### config.mk
export PLATFORM = sky130hd
export DESIGN_NAME = fetch_unit
export DESIGN_NICKNAME = d
export VERILOG_FILES = /design/src/rtl/fetch_unit.sv
export SDC_FILE = /design/constraint.sdc
export NUM_CORES = 1
export LEC_CHECK = 0
export ABC_AREA = 1
export BUFFER_PORTS_ARGS = -buffer_cell sky130_fd_sc_hd__buf_4
export CORE_MARGIN = 2
export CORE_UTILIZATION = 51
export DETAILED_ROUTE_END_ITERATION = 10
export HOLD_SLACK_MARGIN = 0.12
export PLACE_DENSITY = 0.89
export SETUP_SLACK_MARGIN = 0.02
export SLEW_MARGIN = 10
export SYNTH_ARGS = -nofsm -noshare
export SYNTH_HDL_FRONTEND = slang
export SYNTH_SLANG_ARGS = --single-unit
### constraint.sdc
create_clock -name clk -period 4.4 [get_ports clk]
set_input_delay 0.88 -clock clk [delete_from_list [all_inputs] [get_ports clk]]
set_output_delay 0.88 -clock clk [all_outputs]
set_load 0.02 [all_outputs]
### src/rtl/fetch_unit.sv
// fetch_unit: instruction-fetch front end.
//
// Owns the fetch PC and a single outstanding instruction-memory request using
// a grant/rvalid handshake. EX redirects override everything, and any response
// still in flight for the old path is dropped. A fetched instruction is held
// while decode is stalled. The IF/ID stall and flush controls are driven from
// here.
//
// Optional feature: define FETCH_PERF_EN to add the o_perf_fetched and
// o_perf_dropped counters. Core behaviour is the same with or without it.
//
// Ports:
//   clk, reset           clock and asynchronous active-high reset
//   i_stall_d            decode hazard stall; the held instruction stays put
//   i_redirect           taken branch/jump from EX
//   i_redirect_pc        redirect target; bits [1:0] are forced to 0
//   o_imem_req           instruction memory request
//   o_imem_addr          request address (the fetch PC)
//   i_imem_gnt           request accepted this cycle
//   i_imem_rvalid        response data valid
//   i_imem_rdata         response instruction
//   o_pc, o_instr        pc/instr pair sent to IF/ID; instr is NOP when not valid
//   o_fetch_valid        pc/instr valid this cycle
//   o_stall_f, o_flush_f IF/ID stall and flush controls
//   o_perf_fetched       (FETCH_PERF_EN) count of instructions consumed
//   o_perf_dropped       (FETCH_PERF_EN) count of responses discarded by redirect
module fetch_unit #(
    parameter logic [31:0] RESET_PC  = 32'h0000_0000,
    parameter logic [31:0] NOP_INSTR = 32'h0000_0013
) (
    input  logic        clk,
    input  logic        reset,
    input  logic        i_stall_d,
    input  logic        i_redirect,
    input  logic [31:0] i_redirect_pc,
    output logic        o_imem_req,
    output logic [31:0] o_imem_addr,
    input  logic        i_imem_gnt,
    input  logic        i_imem_rvalid,
    input  logic [31:0] i_imem_rdata,
    output logic [31:0] o_pc,
    output logic [31:0] o_instr,
    output logic        o_fetch_valid,
    output logic        o_stall_f,
`ifdef FETCH_PERF_EN
    output logic        o_flush_f,
    output logic [31:0] o_perf_fetched,
    output logic [31:0] o_perf_dropped
`else
    output logic        o_flush_f
`endif
);

    typedef enum logic [2:0] {
        StIdle,
        StReq,
        StWait,
        StValid,
        StDiscard
    } state_e;

    state_e      r_state,    w_state_d;
    logic [31:0] r_fetch_pc, w_fetch_pc_d;
    logic [31:0] r_pc,       w_pc_d;
    logic [31:0] r_instr,    w_instr_d;
    logic [31:0] w_redir_pc;
    logic        w_consume;
    logic        w_drop;

    assign w_redir_pc = {i_redirect_pc[31:2], 2'b00};

    always_ff @(posedge clk or posedge reset) begin
        if (reset) begin
            r_state    <= StIdle;
            r_fetch_pc <= RESET_PC;
            r_pc       <= RESET_PC;
            r_instr    <= NOP_INSTR;
        end else begin
            r_state    <= w_state_d;
            r_fetch_pc <= w_fetch_pc_d;
            r_pc       <= w_pc_d;
            r_instr    <= w_instr_d;
        end
    end

    always_comb begin
        w_state_d    = r_state;
        w_fetch_pc_d = r_fetch_pc;
        w_pc_d       = r_pc;
        w_instr_d    = r_instr;
        w_consume    = 1'b0;
        w_drop       = 1'b0;
        unique case (r_state)
            StIdle: begin
                if (i_redirect) w_fetch_pc_d = w_redir_pc;
                w_state_d = StReq;
            end
            StReq: begin
                // While the request is ungranted its address may still move.
                if (i_redirect) w_fetch_pc_d = w_redir_pc;
                if (i_imem_gnt) w_state_d = i_redirect ? StDiscard : StWait;
            end
            StWait: begin
                if (i_redirect) begin
                    w_fetch_pc_d = w_redir_pc;
                    w_drop       = i_imem_rvalid;
                    // The response may already be here; otherwise it must be drained.
                    w_state_d    = i_imem_rvalid ? StReq : StDiscard;
                end else if (i_imem_rvalid) begin
                    w_instr_d = i_imem_rdata;
                    w_pc_d    = r_fetch_pc;
                    w_state_d = StValid;
                end
            end
            StValid: begin
                if (i_redirect) begin
                    w_fetch_pc_d = w_redir_pc;
                    w_state_d    = StReq;
                end else if (!i_stall_d) begin
                    w_consume    = 1'b1;
                    w_fetch_pc_d = r_fetch_pc + 32'd4;
                    w_state_d    = StReq;
                end
            end
            StDiscard: begin
                if (i_redirect) w_fetch_pc_d = w_redir_pc;
                if (i_imem_rvalid) begin
                    w_drop    = 1'b1;
                    w_state_d = StReq;
                end
            end
            default: w_state_d = StIdle;
        endcase
    end

    assign o_imem_req    = (r_state == StReq);
    assign o_imem_addr   = r_fetch_pc;
    assign o_fetch_valid = (r_state == StValid);
    assign o_pc          = r_pc;
    assign o_instr       = o_fetch_valid ? r_instr : NOP_INSTR;
    // A redirect always wins; without one a stalled IF/ID entry is never flushed.
    assign o_stall_f     = i_stall_d & ~i_redirect;
    assign o_flush_f     = i_redirect | (~o_fetch_valid & ~i_stall_d);

`ifdef FETCH_PERF_EN
    logic [31:0] r_perf_fetched;
    logic [31:0] r_perf_dropped;

    always_ff @(posedge clk or posedge reset) begin
        if (reset) begin
            r_perf_fetched <= 32'd0;
            r_perf_dropped <= 32'd0;
        end else begin
            if (w_consume) r_perf_fetched <= r_perf_fetched + 32'd1;
            if (w_drop)    r_perf_dropped <= r_perf_dropped + 32'd1;
        end
    end

    assign o_perf_fetched = r_perf_fetched;
    assign o_perf_dropped = r_perf_dropped;
`else
    logic w_unused_perf;
    assign w_unused_perf = w_consume ^ w_drop;
`endif

endmodule

==> results.tsv <==
stage	metric	value	unit
synth	cell area after synthesis	5050	sq um
final_layout	layout cells sized above 1	23.3	%
worst_setup_path	r2r endpoint	o_imem_addr[18]	
die	Die Ht	104	um
pwr	Switching Share	45.9	%
worst_setup_path	crit path max fanout	30	
synth	mux cell area share after synthesis	0.223	%
routing	Final ANT Viol Nets	0	
pwr	switching power	0.00212	W
worst_setup_path	crit start category	flip-flop	
flow_run	max-cap viol count	0	
routing	via count	4952	
pwr	Tot Pwr	0.00463	W
timing	worst hold slack	0.477	ns
cts	Hold-fix buffers, CTS	0	
cts	TritonCTS Buffers	9	
synth	Post-Syn Instances	705	
timing	post-route clock period utilization	66.5	%
routing	WL final	13600	um
synth	total of warnings raised by yosys	0	
timing	Fmax	342	MHz
worst_hold_path	Hold Crit Class	reg -> reg	
synth	Syn Area/Cell	7.17	sq um
timing	setup_tns	0	ns
grt	vias in the first global route	4559	
worst_setup_path	Worst Path Arrival	2.05	ns
worst_setup_path	worst reg2reg startpoint	r_state[1]	
timing	Hold Vio Cnt, Final	0	
pwr	Static Leakage	3.40	nW
die	num rows	36	
grt	Total GRT Usage	25.5	%
synth	Cell variety after synth	29	
synth	fraction of the mapped netlist area in adder cells	0.248	%
synth	main combinational cell family by area after synthesis	simple AND/OR/NAND/NOR gates	
synth	sequential-to-total area share from yosys stat	47.1	%
timing	Slew Viols, Final	0	
grt	initial antenna violation count	0	
worst_hold_path	worst hold stages	2	
cts	CTS HTree Levels	3	
cts	TritonCTS clock tree	built	
cts	Setup Buffers After CTS	0	
synth	xor/xnor cell area share of the yosys netlist	0.347	%
grt	largest net degree at the start of global routing	124	
cts	clock sinks	95	
synth	synth top area cells	dfrtp_1 (46%), nand2_1 (14%), nor2_1 (11%), inv_1 (5.7%), o21ai_0 (4.8%)	
die	die width	104	um
timing	Worst Tran Pin Value	1.12	ns
cts	CTS root buffer	clkbuf_8	
worst_hold_path	min-delay src	r_instr[4]	
worst_setup_path	CP Capture Type	primary output	
final_layout	Layout area overhead	28.9	%
synth	compound-gate portion of the synthesized area	11.2	%
die	Core Box Area	9680	sq um
worst_setup_path	CP Class	reg -> out	
final_layout	nets@finish	926	
cts	Clock Latency Late Sink	0.36	ns
pwr	Max VDD drop	0.385	mV
pwr	sequential power share	35.5	%
synth	area leader, netlist	dfrtp_1	
cts	CTS resizes	0	
worst_hold_path	sink of the worst hold path	r_instr[4]	
synth	Yosys reg bits	95	
pwr	clock share of power	14.5	%
final_layout	most common cell after layout, fill and taps aside	nand2_1	
worst_setup_path	r2r setup slk	2.19	ns
synth	Post-Synth Simple-Gate Area	30.8	%
grt	total grt overflow	0	
worst_setup_path	CP required	3.52	ns
timing	RSZ-0062 raised after global routing	no	
routing	Pre-antenna DRT Iters	5	
placement	HPWL Detailed	9850	um
timing	Slew Limit Headroom	25.1	%
pwr	Comb power frac	50.0	%
pwr	Int Pwr	0.00251	W
routing	DRC	0	
cts	clock-pin transition on the worst setup and hold timing paths	0.10	ns
pwr	PwrDens	711	nW/um^2
placement	port buffer count	163	
timing	# setup viols final	0	
routing	Vias/cell	4.99	
worst_setup_path	r2r worst-path depth	9	
timing	Final min period	2.93	ns
cts	largest buffer count on any clock path	2	
placement	global placement routability congestion	0.944	
outcome	status	finished, final reports clean	
grt	first-pass GRT wire length	22300	um
die	total die area	10700	sq um
final_layout	Inserted Diodes	0	
timing	clk_skew	0.00584	ns
synth	Synth top area share	45.6	%
routing	DR WL/cell	13.7	um
final_layout	most frequent cells in the layout	nand2_1 (182), buf_4 (167), nor2_1 (154)	
routing	initial drt markers	411	
die	Starting Density	52.2	%
die	num ports	170	
## worst max-delay path by stage
| stage | to | start | depth (start not counted) |
|---|---|---|---|
| finish | o_instr[12] | r_state[1] | 5 |
| global route | o_instr[22] | r_state[1] | 5 |
| CTS | o_instr[12] | r_state[1] | 5 |
| detailed placement | o_pc[3] | i_redirect | 4 |
| global placement | o_pc[3] | i_redirect | 4 |
| floorplan | o_imem_addr[10] | reset | 1 |
## area by class of cell
type / count / area (sq um)
timing repair buffer: 167 / 1250
clock inverter: 6 / 91.3
clock buffer: 10 / 138
sequential: 95 / 2380
inverter: 80 / 302
multi-input combinational: 502 / 2180
tap: 133 / 166
fill: 814 / 3170
## logic make-up after synthesis
logic type                 count (synthesis)
other                                      1
DFF                                       95
buffers and inverters                    111
muxes                                      1
AOI/OAI and AO/OA                        107
and+or+nand+nor                          387
adders and majority gates                  1
xor gates and xnor gates                   2
## through the flow
step / std cells / instance area (sq um) / setup slack, ns / utilization, %
after global placement: 977 / 6280 / 1.87 / 64.9
final: 993 / 6510 / 1.47 / 67.3
after detailed placement: 977 / 6280 / 1.83 / 64.9
after floorplan: 708 / 5060 / 1.05 / -
after global routing: 993 / 6510 / 1.29 / 67.3
after CTS: 993 / 6510 / 1.47 / 67.3
## synthesized netlist by cell type
cell	count
a21oi_1	36
a21oi_4	1
a22oi_1	2
and2_1	2
buf_2	14
buf_4	7
buf_6	6
clkbuf_1	4
conb_1	1
dfrtp_1	92
dfstp_2	3
ha_1	1
inv_1	77
inv_2	3
mux2_1	1
nand2_1	182
nand2_2	4
nand3_1	37
nand3_2	1
nand4_1	2
nor2_1	154
nor2_4	4
nor3_1	1
o211a_1	1
o211ai_1	1
o21ai_0	48
o21ai_1	14
o22ai_1	4
xor2_1	2
## critical path, cell delays in order (launching register included)
cell	delay, ns
dfrtp_1	0.45
nand2_2	0.15
nor2_4	0.08
inv_1	0.69
nor2_1	0.12
buf_4	0.20
## state kept, by name (all words and copies together) (netlist names)
register	count
o_pc	30
o_imem_addr	30
r_state	3
r_instr	32
## layer usage
layer / global-route usage [%] / vias up / share of wire, % / wire [um]
met4: 9.17 / 0 / 2.4 / 321
met1: 36.5 / 2236 / 45 / 6050
met5: 0 / - / 0 / 0
met2: 39.7 / 210 / 45 / 6150
li1: - / 2480 / - / -
met3: 3.90 / 26 / 7.6 / 1030
## power groups by stage
stage	logic, W	registers, W	clock network [W]
final	0.00232	0.00164	0.000670
after global routing	0.00255	0.00170	0.000707
after CTS	0.00232	0.00164	0.000672
after detailed placement	0.00232	0.00165	0
after global placement	0.00226	0.00164	0
after floorplan	0.00115	0.00191	0
No activity file was read; power rests on OpenSTA's default activity.
